[config.mk]
export PLATFORM = sky130hd
export DESIGN_NAME = key_input_conditioner
export DESIGN_NICKNAME = d
export VERILOG_FILES = /design/src/rtl/key_input_pkg.sv /design/src/rtl/key_debounce_fsm.sv /design/src/rtl/key_input_conditioner.sv
export SDC_FILE = /design/constraint.sdc
export NUM_CORES = 1
export LEC_CHECK = 0
export CAP_MARGIN = 20
export CORE_MARGIN = 1
export CORE_UTILIZATION = 56
export DETAILED_ROUTE_END_ITERATION = 8
export DONT_BUFFER_PORTS = 1
export GPL_TIMING_DRIVEN = 0
export PLACE_DENSITY_LB_ADDON = 0.12
export SYNTH_ARGS = -nofsm -noshare
export SYNTH_HDL_FRONTEND = slang
export SYNTH_SLANG_ARGS = --single-unit
[constraint.sdc]
create_clock -name ADC_CLK_10 -period 1.9 [get_ports ADC_CLK_10]
set_input_delay 0.38 -clock ADC_CLK_10 [delete_from_list [all_inputs] [get_ports ADC_CLK_10]]
set_output_delay 0.38 -clock ADC_CLK_10 [all_outputs]
set_load 0.1 [all_outputs]
[src/rtl/key_input_pkg.sv]
// Shared types, default timing constants and sizing helper for the push-button conditioner.
package key_input_pkg;

  typedef enum logic [1:0] {
    IDLE,
    PRESS_WAIT,
    HELD,
    RELEASE_WAIT
  } key_state_e;

  localparam int unsigned DEF_TICK_DIV       = 10000;
  localparam int unsigned DEF_DEBOUNCE_TICKS = 20;
  localparam int unsigned DEF_LONG_TICKS     = 1000;

  // Bits needed to hold values 0..max_val, never less than one.
  function automatic int unsigned cnt_width(input int unsigned max_val);
    int unsigned w;
    w = $clog2(max_val + 1);
    return (w < 1) ? 1 : w;
  endfunction

endpackage

[src/rtl/key_debounce_fsm.sv]
// One key's debounce state machine with registered level/press/release outputs.
// Define KEY_LONG_PRESS_EN to add the hold counter and long-press pulse.
module key_debounce_fsm
  import key_input_pkg::*;
#(
  parameter int unsigned DEBOUNCE_TICKS = DEF_DEBOUNCE_TICKS,
  parameter int unsigned LONG_TICKS     = DEF_LONG_TICKS
) (
  input  logic clk,
  input  logic rst,
  input  logic tick_i,
  input  logic raw_i,
  output logic level_o,
  output logic press_o,
  output logic release_o,
  output logic long_o
);

  if (DEBOUNCE_TICKS < 1 || LONG_TICKS < 1) begin : g_bad_params
    $error("key_debounce_fsm: DEBOUNCE_TICKS and LONG_TICKS must be >= 1");
  end

  localparam int unsigned      CW       = cnt_width(DEBOUNCE_TICKS);
  localparam logic [CW-1:0]    CNT_LAST = CW'(DEBOUNCE_TICKS - 1);

  key_state_e    state_q, state_d;
  logic [CW-1:0] cnt_q, cnt_d;
  logic          level_q, level_d;
  logic          press_q, press_d;
  logic          release_q, release_d;

  // NOTE: every always_comb output gets a default first so no path leaves it unassigned (no latch).
  always_comb begin
    state_d   = state_q;
    cnt_d     = cnt_q;
    press_d   = 1'b0;
    release_d = 1'b0;
    case (state_q)
      IDLE: begin
        if (raw_i) begin
          state_d = PRESS_WAIT;
          cnt_d   = '0;
        end
      end
      PRESS_WAIT: begin
        // A level change beats a coincident tick: abandon without counting.
        if (!raw_i) begin
          state_d = IDLE;
          cnt_d   = '0;
        end else if (tick_i) begin
          if (cnt_q == CNT_LAST) begin
            state_d = HELD;
            cnt_d   = '0;
            press_d = 1'b1;
          end else begin
            cnt_d = cnt_q + 1'b1;
          end
        end
      end
      HELD: begin
        if (!raw_i) begin
          state_d = RELEASE_WAIT;
          cnt_d   = '0;
        end
      end
      RELEASE_WAIT: begin
        if (raw_i) begin
          state_d = HELD;
          cnt_d   = '0;
        end else if (tick_i) begin
          if (cnt_q == CNT_LAST) begin
            state_d   = IDLE;
            cnt_d     = '0;
            release_d = 1'b1;
          end else begin
            cnt_d = cnt_q + 1'b1;
          end
        end
      end
      default: begin
        state_d = IDLE;
        cnt_d   = '0;
      end
    endcase
    level_d = (state_d == HELD) || (state_d == RELEASE_WAIT);
  end

  // NOTE: sequential state uses non-blocking assignments so all flops update from pre-edge values.
  always_ff @(posedge clk or posedge rst) begin
    if (rst) begin
      state_q   <= IDLE;
      cnt_q     <= '0;
      level_q   <= 1'b0;
      press_q   <= 1'b0;
      release_q <= 1'b0;
    end else begin
      state_q   <= state_d;
      cnt_q     <= cnt_d;
      level_q   <= level_d;
      press_q   <= press_d;
      release_q <= release_d;
    end
  end

  assign level_o   = level_q;
  assign press_o   = press_q;
  assign release_o = release_q;

`ifdef KEY_LONG_PRESS_EN
  localparam int unsigned   HW        = cnt_width(LONG_TICKS);
  localparam logic [HW-1:0] HOLD_LAST = HW'(LONG_TICKS - 1);
  localparam logic [HW-1:0] HOLD_SAT  = HW'(LONG_TICKS);

  logic [HW-1:0] hold_q, hold_d;
  logic          long_q, long_d;

  // Saturating at LONG_TICKS guarantees a single long pulse per accepted press.
  always_comb begin
    hold_d = hold_q;
    long_d = 1'b0;
    if (state_q == PRESS_WAIT && state_d == HELD) begin
      hold_d = '0;
    end else if (tick_i && (state_q == HELD || state_q == RELEASE_WAIT) && hold_q != HOLD_SAT) begin
      hold_d = hold_q + 1'b1;
      long_d = (hold_q == HOLD_LAST);
    end
  end

  always_ff @(posedge clk or posedge rst) begin
    if (rst) begin
      hold_q <= '0;
      long_q <= 1'b0;
    end else begin
      hold_q <= hold_d;
      long_q <= long_d;
    end
  end

  assign long_o = long_q;
`else
  assign long_o = 1'b0;
`endif

endmodule

[src/rtl/key_input_conditioner.sv]
// Push-button conditioner: 2-flop synchronizer, shared ms-tick prescaler, one debounce FSM per key.
// Define KEY_LONG_PRESS_EN to enable the per-key long-press pulse on key_long.
module key_input_conditioner
  import key_input_pkg::*;
#(
  parameter int unsigned N_KEYS         = 2,
  parameter int unsigned TICK_DIV       = DEF_TICK_DIV,
  parameter int unsigned DEBOUNCE_TICKS = DEF_DEBOUNCE_TICKS,
  parameter int unsigned LONG_TICKS     = DEF_LONG_TICKS
) (
  input  logic              ADC_CLK_10,
  input  logic              rst,
  input  logic [N_KEYS-1:0] key_n,
  output logic [N_KEYS-1:0] key_level,
  output logic [N_KEYS-1:0] key_press,
  output logic [N_KEYS-1:0] key_release,
  output logic [N_KEYS-1:0] key_long,
  output logic              tick
);

  if (TICK_DIV < 2) begin : g_bad_params
    $error("key_input_conditioner: TICK_DIV must be >= 2");
  end

  localparam int unsigned   DW       = cnt_width(TICK_DIV - 1);
  localparam logic [DW-1:0] DIV_LAST = DW'(TICK_DIV - 1);

  logic [N_KEYS-1:0] sync1_q, sync2_q;
  logic [DW-1:0]     div_q, div_d;

  // NOTE: synchronizer flops reset to the released value so a reset never fabricates a press.
  always_ff @(posedge ADC_CLK_10 or posedge rst) begin
    if (rst) begin
      sync1_q <= '0;
      sync2_q <= '0;
    end else begin
      sync1_q <= ~key_n;
      sync2_q <= sync1_q;
    end
  end

  always_comb begin
    div_d = (div_q == DIV_LAST) ? '0 : div_q + 1'b1;
  end

  always_ff @(posedge ADC_CLK_10 or posedge rst) begin
    if (rst) begin
      div_q <= '0;
    end else begin
      div_q <= div_d;
    end
  end

  assign tick = (div_q == DIV_LAST);

  for (genvar k = 0; k < N_KEYS; k++) begin : g_key
    key_debounce_fsm #(
      .DEBOUNCE_TICKS (DEBOUNCE_TICKS),
      .LONG_TICKS     (LONG_TICKS)
    ) u_fsm (
      .clk       (ADC_CLK_10),
      .rst       (rst),
      .tick_i    (tick),
      .raw_i     (sync2_q[k]),
      .level_o   (key_level[k]),
      .press_o   (key_press[k]),
      .release_o (key_release[k]),
      .long_o    (key_long[k])
    );
  end

endmodule

### Word level (Yosys, flattened, before mapping)

Index checks and enable logic that the tools add are counted.

* add/subtract/negate cells: 3
* multiply operators: 0
* div/mod/pow operators: 0
* magnitude comparators: 0
* equality and inequality tests: 17
* shift operators: 0
* muxes and demuxes: 45
* bitwise operators: 1
* reduce and logical (&&, ||, !) cells: 6

Operators by type and width (number)
* $mux 5: 12
* $pmux 5 s4: 2
* $mux 2: 16
* $eq 2x2->1 const B: 8
* $pmux 2 s4: 2
* $add 14x1->14 const B: 1
* $eq 14x14->1 const B: 1
* $mux 14: 1
* $mux 1: 12
* $add 5x1->5 const B: 2
* $eq 5x5->1 const B: 2
* $ne 2x2->1 const B: 4
* $eq 2x1->1 const B: 2
* $logic_not 2->1: 2
* $reduce_and 2->1: 2
* $logic_or 1x1->1: 2
* $not 2->2: 1

* flip-flop bits (word level): 38
* bits in latches: 0
* memory bits (writable): 0
* ROM bits: 0
* bits of input ports: 4
* output and inout port bits: 9
* word-level logic and storage cells: 85
* memories kept: 0

### Longest topological paths before layout

Gate-level depths: netlist of the first run.

* word-level depth: 7
* mapped depth: 8
* gate-level depth less buffers: 6

### By module

From an unflattened synthesis of the first run, not the netlist that was laid out.

* cell total of the unflattened synthesis: 171
* area, all modules: 1893.1 sq um

Modules (own cells, without submodules)
* key_input_conditioner: instances 1, cells an instance 67, area an instance 782.0 sq um, seq. area each 450.4 sq um
* key_debounce_fsm (g_key[0].u_fsm): instances 1, cells an instance 51, area an instance 576.8 sq um, seq. area each 250.2 sq um
* key_debounce_fsm (g_key[1].u_fsm): instances 1, cells an instance 53, area an instance 534.3 sq um, seq. area each 250.2 sq um

### Worst setup path before layout of the first run

No wires, ideal clock.

* path type: register to register
* from: register div_q[0]
* to: register g_key[0].u_fsm.cnt_q[0]
* library setup time: 0.080 ns
* arrival: 1.867 ns
* required time: 1.820 ns
* setup slack: -0.047 ns
* cell stages (with the launch flop): 9
* path buffers: 2
* period minus slack after synthesis: 1.947 ns
* path through: dfrtp_1 -> ha_1 -> and3_1 -> buf_2 -> nand4_2 -> clkinv_1 -> buf_2 -> nand3_1 -> mux2i_1

* cells in the longest elaborated chain, start to end: 4
* elaborated cells on any way between the ends: 5
* classes of those cells: eq/ne: 1; mux: 4

Ends and longest elaborated chain
* start: declaration: line key_input_conditioner.sv:29 `logic [DW-1:0] div_q, div_d;`
* start signal: assignment: line key_input_conditioner.sv:50 `div_q <= div_d;`
* $eq 14x14->1 *: line key_input_conditioner.sv:54 `assign tick = (div_q == DIV_LAST);`
* via tick: line key_input_conditioner.sv:18 `output logic tick`
* $mux 5 *
* $mux 5 (on tied branches)
* $pmux 5 s4 *
* end signal: assignment: line key_debounce_fsm.sv:98 `cnt_q <= cnt_d;`
* end: declaration: line key_debounce_fsm.sv:27 `logic [CW-1:0] cnt_q, cnt_d;`

The timed path passes the listed nets; every way through them passes the cells marked *.
A chain may end at the register's enable or synchronous reset.

### Worst setup path after layout of the first run

* from: register div_q[4]
* to: output tick

* cells in the longest elaborated chain, start to end: 1

Ends and longest elaborated chain (line)
* $eq 14x14->1: key_input_conditioner.sv:54
* end: declaration: key_input_conditioner.sv:18

No other way between the ends.

==> results of run 1 <==
-- Yosys cell counts, drive strengths merged, types with 2 or more instances --
master | count | area [um2]
o21ai | 9 | 45.0
and3 | 3 | 20.0
a21o | 3 | 22.5
and2 | 6 | 38.8
nor4 | 2 | 12.5
mux2i | 2 | 20.0
nor3 | 4 | 20.0
mux2 | 4 | 52.6
o211ai | 2 | 15.0
or3 | 2 | 12.5
xor2 | 7 | 61.3
inv | 8 | 30.0
nor2 | 13 | 48.8
nor3b | 4 | 30.0
dfrtp | 38 | 951
a21oi | 3 | 15.0
nand3 | 12 | 60.1
ha | 3 | 37.5
nand2 | 8 | 30.0
buf | 12 | 86.3
nor4b | 2 | 47.6
a32oi | 3 | 26.3
xnor2 | 6 | 52.6
nand4 | 6 | 43.8
-- worst paths after layout --
path | end | slack (ns) | depth (start not counted)
max in group asynchronous | div_q[7] | 1.25 | 2
min reg2reg | sync2_q[0] | 0.36 | 0
min | sync1_q[0] | 0.07 | 1
min in group asynchronous | g_key[0].u_fsm.state_q[0] | 0.08 | 1
max | tick | -0.11 | 4
max reg2reg | g_key[1].u_fsm.cnt_q[4] | -0.09 | 6
-- repair_timing --
item                                    in CTS  in global routing
endpoints found under the setup margin       9                  6
pin swaps                                    3                  2
gates resized for setup                     11                  4
cloned                                       1                  0
setup buffers                                8                  4
-- cell families after synthesis --
group	synth area share
flops	0.519
other cells	0.00205
buf+inv	0.0676
fa+ha+maj	0.0205
simple gates	0.208
xor+xnor	0.0621
mux	0.0396
compound gates	0.0812
-- layout by cell type, fill, tap and decap left out, types with 3 or more instances in the layout --
cell type and count:
nand3_1 11, clkbuf_1 3, nor3b_1 4, a21o_1 3, and2_1 5, xor2_1 7, nand2_1 8, clkbuf_4 5
nand4_1 5, nor2_1 13, o21ai_0 9, dfrtp_1 35, buf_4 21, nor3_1 4, inv_1 8, a21oi_1 3
a32oi_1 3, dfrtp_2 3, xnor2_1 6
-- area by class of cell --
| type | instances | area share |
|---|---|---|
| Inverter | 9 | 0.0182 |
| Multi-Input combinational cell | 111 | 0.364 |
| Sequential cell | 38 | 0.447 |
| Timing Repair Buffer | 14 | 0.0703 |
| Buffer | 13 | 0.0533 |
| Tap cell | 44 | 0.0258 |
| Clock buffer | 7 | 0.0211 |
-- state kept, by name (all words and copies together), names as in the netlist --
name and count:
sync2_q 2, g_key.u_fsm.press_o 2, div_q 14, g_key.u_fsm.level_o 2, g_key.u_fsm.cnt_q 10, g_key.u_fsm.state_q 4, g_key.u_fsm.release_o 2, sync1_q 2
-- report_power, final --
group	internal [uW]	leakage, uW	switching (uW)
clock	140	0.0000254	245
sequential	815	0.000499	5.18
combinational	17.3	0.000467	46.7
-- worst max-delay path, cell delays in order, from the launching register on --
cell and delay (ns):
dfrtp_2 0.46, nor4b_4 0.36, nand4_4 0.18, clkinv_4 0.09, buf_12 0.18
-- metrics by stage --
step | power [uW] | worst slack [ns]
2_1_floorplan | 884 | 0.0725
3_3_place_gp | 892 | -0.0905
3_5_place_dp | 901 | -0.142
4_1_cts | 1290 | -0.0905
5_1_grt | 1330 | -0.178
6_report | 1270 | -0.105
-- metal layers --
layer,vias to the layer above,routed length [um],GRT usage
li1,627,-,-
met1,665,1470,0.280
met2,44,1660,0.368
met3,7,178,0.0808
met4,0,59,0.105
met5,-,0,0
==> flow_summary_export.csv, run 1 <==
group,metric,value,unit
power,peakVddDrop,0.000459,V
grt,grt_use_total,0.230,
cells_and_area,drive_above_1_share,0.245,
clocking,worst_skew_pair.late_latency,0.34,ns
yosys,synth-main-ff-cell,"dfrtp_1",
sta,min_period,2.01,ns
yosys,netlist_area,1830,um2
drt,wl_per_cell,14.3,um
drt,drt_iter0_drc,62,
clocking,root_buffer,"clkbuf_4",
yosys,avgSynthCellArea,10.8,um2
cells_and_area,stdcell_area,2140,um2
power,power_leakage,0.000991,uW
sta,slew_violations,0,
worst_setup_path,r2r-start,"div_q[4]",
drt,route.detailed.drc,0,
clocking,cts_made_buffers,5,
yosys,syn_inst,170,
cells_and_area,seq_area,955,um2
place,place.port_buffers,0,
die,chipWidth,59.2,um
clocking,cts.sinks,38,
job,maxCapViolCount,0,
grt,grt_pass1_vias,1293,
die,rows,20,
grt,gr-total-overflow,0,
clocking,cts_tree,"done",
worst_setup_path,startpoint,"div_q[4]",
sta,worst_slew_pin_slew,0.824,ns
cells_and_area,post-route-util,0.694,
sta,grt_setup_unrepaired,"yes",
sta,finalHoldViolCount,0,
worst_setup_path,critPathMaxFanout,5,
die,die-area,3510,um2
sta,finalCritPeriodShare,1.06,
die,coreArea,3080,um2
clocking,h-tree-depth,2,
die,die_h,59.2,um
clocking,ctsHoldBuffers,0,
power,p_per_area,594,nW/um2
worst_hold_path,hold_class,"in2reg",
clocking,cts_buffer_depth,2,
drt,ant_nets,0,
die,start_util,0.596,
sta,slew-limit-headroom,0.450,
drt,via_per_inst,5.69,
sta,setup_ws,-0.105,ns
sta,clock.fmax,499,MHz
cells_and_area,fin_cells,236,
die,io_pins,13,
clocking,cts.clk_slew.worst_paths,0.10,ns
yosys,yosysSeqAreaShare,0.519,
status,violations,"negative setup slack",
cells_and_area,nFillCells,241,
drt,routed_wl,3.37,mm
sta,finalSetupTns,-0.257,ns
cells_and_area,area_delta_synth_final,16.5,%
cells_and_area,finalNetCount,199,
sta,skew,0.00872,ns
cells_and_area,multi_input_area,778,um2
drt,drtPass1Iterations,4,
worst_setup_path,arrival,1.63,ns
drt,dr_total_vias,1343,
grt,grt_start_max_net_pins,21,
grt,grt_antenna_before_repair,0,
place,hpwl,2.27,mm
cells_and_area,diodes,0,
place,postPlaceCellArea,1920,um2
sta,holdWs,0.0739,ns
yosys,synth_edf_count,0,
yosys,ys_warn_count,0,
worst_hold_path,min_from,"key_n[0]",
worst_setup_path,crit_type,"reg2out",
yosys,synth_async_sr_flop_share,1.00,
yosys,ys_types,38,
place,routabilityCongestion,0.786,
status,status,"finished with violations",
yosys,ys_seq_elements,38,
worst_setup_path,cp.required,1.52,ns
sta,setup_viol,4,
grt,grt_pass1_wl,5.75,mm
worst_setup_path,crit_path_end_kind,"primary output",
place,place_inst,216,
worst_setup_path,startpoint_type,"flop",
Note: power is estimated with default switching activity, not from simulation.
==> inputs of run 2 (changes only) <==
--- a/config.mk
+++ b/config.mk
@@ -10,8 +10,8 @@
 export CORE_UTILIZATION = 56
 export DETAILED_ROUTE_END_ITERATION = 8
 export DONT_BUFFER_PORTS = 1
-export GPL_TIMING_DRIVEN = 0
 export PLACE_DENSITY_LB_ADDON = 0.12
+export REMOVE_ABC_BUFFERS = 1
 export SYNTH_ARGS = -nofsm -noshare
 export SYNTH_HDL_FRONTEND = slang
 export SYNTH_SLANG_ARGS = --single-unit
==> flow_summary_export.csv, run 2 (synthesis results as in run 1) <==
group,metric,value,unit
worst_hold_path,hold_class,"in2async",
grt,grt_start_max_net_pins,19,
die,chipWidth,59.2,um
sta,finalCritPeriodShare,1.03,
clocking,ctsHoldBuffers,0,
cells_and_area,regMostFlops,"div_q",
sta,grt_setup_unrepaired,"yes",
worst_setup_path,cp.required,1.52,ns
clocking,h-tree-depth,2,
grt,grt_antenna_before_repair,0,
sta,finalHoldViolCount,11,
cells_and_area,final_common_cell,"dfrtp_1",
worst_setup_path,arrival,1.58,ns
status,violations,"negative hold slack, negative setup slack",
drt,wl_per_cell,15.0,um
drt,wl_met3,146,um
power,p_sw_frac,0.229,
power,pwr-share-seq,0.629,
power,peakVddDrop,0.000601,V
power,internal_power,1010,uW
die,start_util,0.596,
die,io_pins,13,
cells_and_area,layout_common_cells,"dfrtp_1, buf_4, nor2_1, nand3_1",
cells_and_area,finalNetCount,200,
place,hpwl,2.53,mm
power,power_leakage,0.00100,uW
worst_setup_path,critPathMaxFanout,5,
clocking,cts.sinks,38,
grt,grt_pass1_wl,6.09,mm
job,maxCapViolCount,0,
worst_setup_path,crit_path_end_kind,"primary output",
drt,drt_iter0_drc,44,
cells_and_area,fin_cells,238,
clocking,cts_buffer_depth,2,
cells_and_area,largest_reg_flops,14,
status,status,"finished with violations",
worst_setup_path,crit_type,"reg2out",
die,rows,20,
clocking,cts_made_buffers,5,
sta,setup_viol,3,
place,place_inst,222,
cells_and_area,diodes,0,
clocking,cts.clk_slew.worst_paths,0.11,ns
clocking,worst_skew_pair.late_latency,0.35,ns
sta,skew,0.0126,ns
drt,drtPass1Iterations,4,
place,place.port_buffers,0,
worst_setup_path,startpoint_type,"flop",
drt,wirelength_met1,1.56,mm
power,p_per_area,607,nW/um2
drt,dr_total_vias,1304,
sta,min_period,1.96,ns
grt,grt_pass1_vias,1328,
drt,route.detailed.drc,0,
die,die-area,3510,um2
grt,gr-total-overflow,0,
sta,clock.fmax,509,MHz
drt,routed_wl,3.57,mm
power,switchingPower,299,uW
power,p_comb_frac,0.045,
cells_and_area,nFillCells,245,
sta,slew_violations,0,
sta,worst_slew_pin_slew,0.637,ns
sta,holdWs,-0.00944,ns
clocking,root_buffer,"clkbuf_4",
cells_and_area,area_delta_synth_final,17.3,%
cells_and_area,drive_above_1_share,0.263,
sta,setup_ws,-0.0643,ns
drt,route.met2.wl,1.79,mm
cells_and_area,top_regs,"div_q x14, g_key.u_fsm.cnt_q x10, g_key.u_fsm.state_q x4",
clocking,cts_tree,"done",
place,routabilityCongestion,0.865,
sta,slew-limit-headroom,0.575,
drt,via_per_inst,5.48,
sta,finalSetupTns,-0.172,ns
die,die_h,59.2,um
power,clockPowerShare,0.326,
grt,grt_use_total,0.241,
die,coreArea,3080,um2
drt,top_layer,"met4",
drt,ant_nets,0,
==> run 2: repair_timing <==
action	in CTS	in global routing
pin swaps	4	6
setup endpoints to repair	4	13
resized for setup	6	6
buffers inserted	6	1
endpoints found under the hold margin	0	0
gates cloned	1	0
==> run 2: per-layer routing <==
layer,GRT usage,vias to the layer above
met2,0.382,28
met3,0.0764,8
met5,0,-
met1,0.301,639
met4,0.109,0
li1,-,629
==> run 2: path summary, 6_finish.rpt <==
kind	slack, ns	end	depth (start not counted)	start
hold / removal	-0.009	g_key[1].u_fsm.cnt_q[3]	1	rst
min in group ADC_CLK_10	0.09	sync1_q[1]	1	key_n[1]
setup / recovery	-0.06	tick	4	div_q[4]
setup reg to reg	-0.06	g_key[0].u_fsm.level_o	5	div_q[4]
max in group asynchronous	1.23	g_key[1].u_fsm.cnt_q[0]	2	rst
hold reg to reg	0.35	sync2_q[0]	0	sync1_q[0]
==> run 2: critical path: stages, from the launching register on <==
cell      delay, ns
dfrtp_1        0.43
nor4b_4        0.33
nand4_2        0.20
clkinv_4       0.09
buf_12         0.18
==> run 2: area by class of cell <==
| class | count | area, um2 | share of cell area |
|---|---|---|---|
| Clock buffer | 7 | 55.1 | 0.0256 |
| Timing Repair Buffer | 28 | 259 | 0.120 |
| Tap cell | 44 | 55.1 | 0.0256 |
| Sequential cell | 38 | 951 | 0.442 |
| Clock inverter | 1 | 5.00 | 0.00233 |
| Inverter | 9 | 38.8 | 0.0180 |
| Multi-Input combinational cell | 111 | 787 | 0.366 |
==> run 2: power by group through the flow <==
stage,logic (uW),registers (uW),clock network [uW]
6_report,58.9,821,425
5_1_grt,65.7,822,469
4_1_cts,58.6,820,443
3_5_place_dp,57.8,836,0
3_3_place_gp,56.3,835,0
2_1_floorplan,45.9,834,0
==> run 2: through the flow <==
step           setup slack (ns)   util  total power, uW  cell area (um2)  hold WS, ns
2_1_floorplan            -0.950      -              880             1750        0.331
3_3_place_gp             0.0498  0.638              892             1960        0.334
3_5_place_dp            -0.0106  0.638              894             1960        0.341
4_1_cts                 -0.0847  0.690             1320             2120       0.0127
5_1_grt                  -0.143  0.699             1360             2150       0.0615
6_report                -0.0643  0.699             1300             2150     -0.00944
==> inputs of run 3 (changes only) <==
--- a/config.mk
+++ b/config.mk
@@ -12,6 +12,7 @@
 export DONT_BUFFER_PORTS = 1
 export PLACE_DENSITY_LB_ADDON = 0.12
 export REMOVE_ABC_BUFFERS = 1
+export SKIP_LAST_GASP = 1
 export SYNTH_ARGS = -nofsm -noshare
 export SYNTH_HDL_FRONTEND = slang
 export SYNTH_SLANG_ARGS = --single-unit
==> results of run 3 <==
Same layout as run 2: the final DEF is identical, and so are final timing and power.
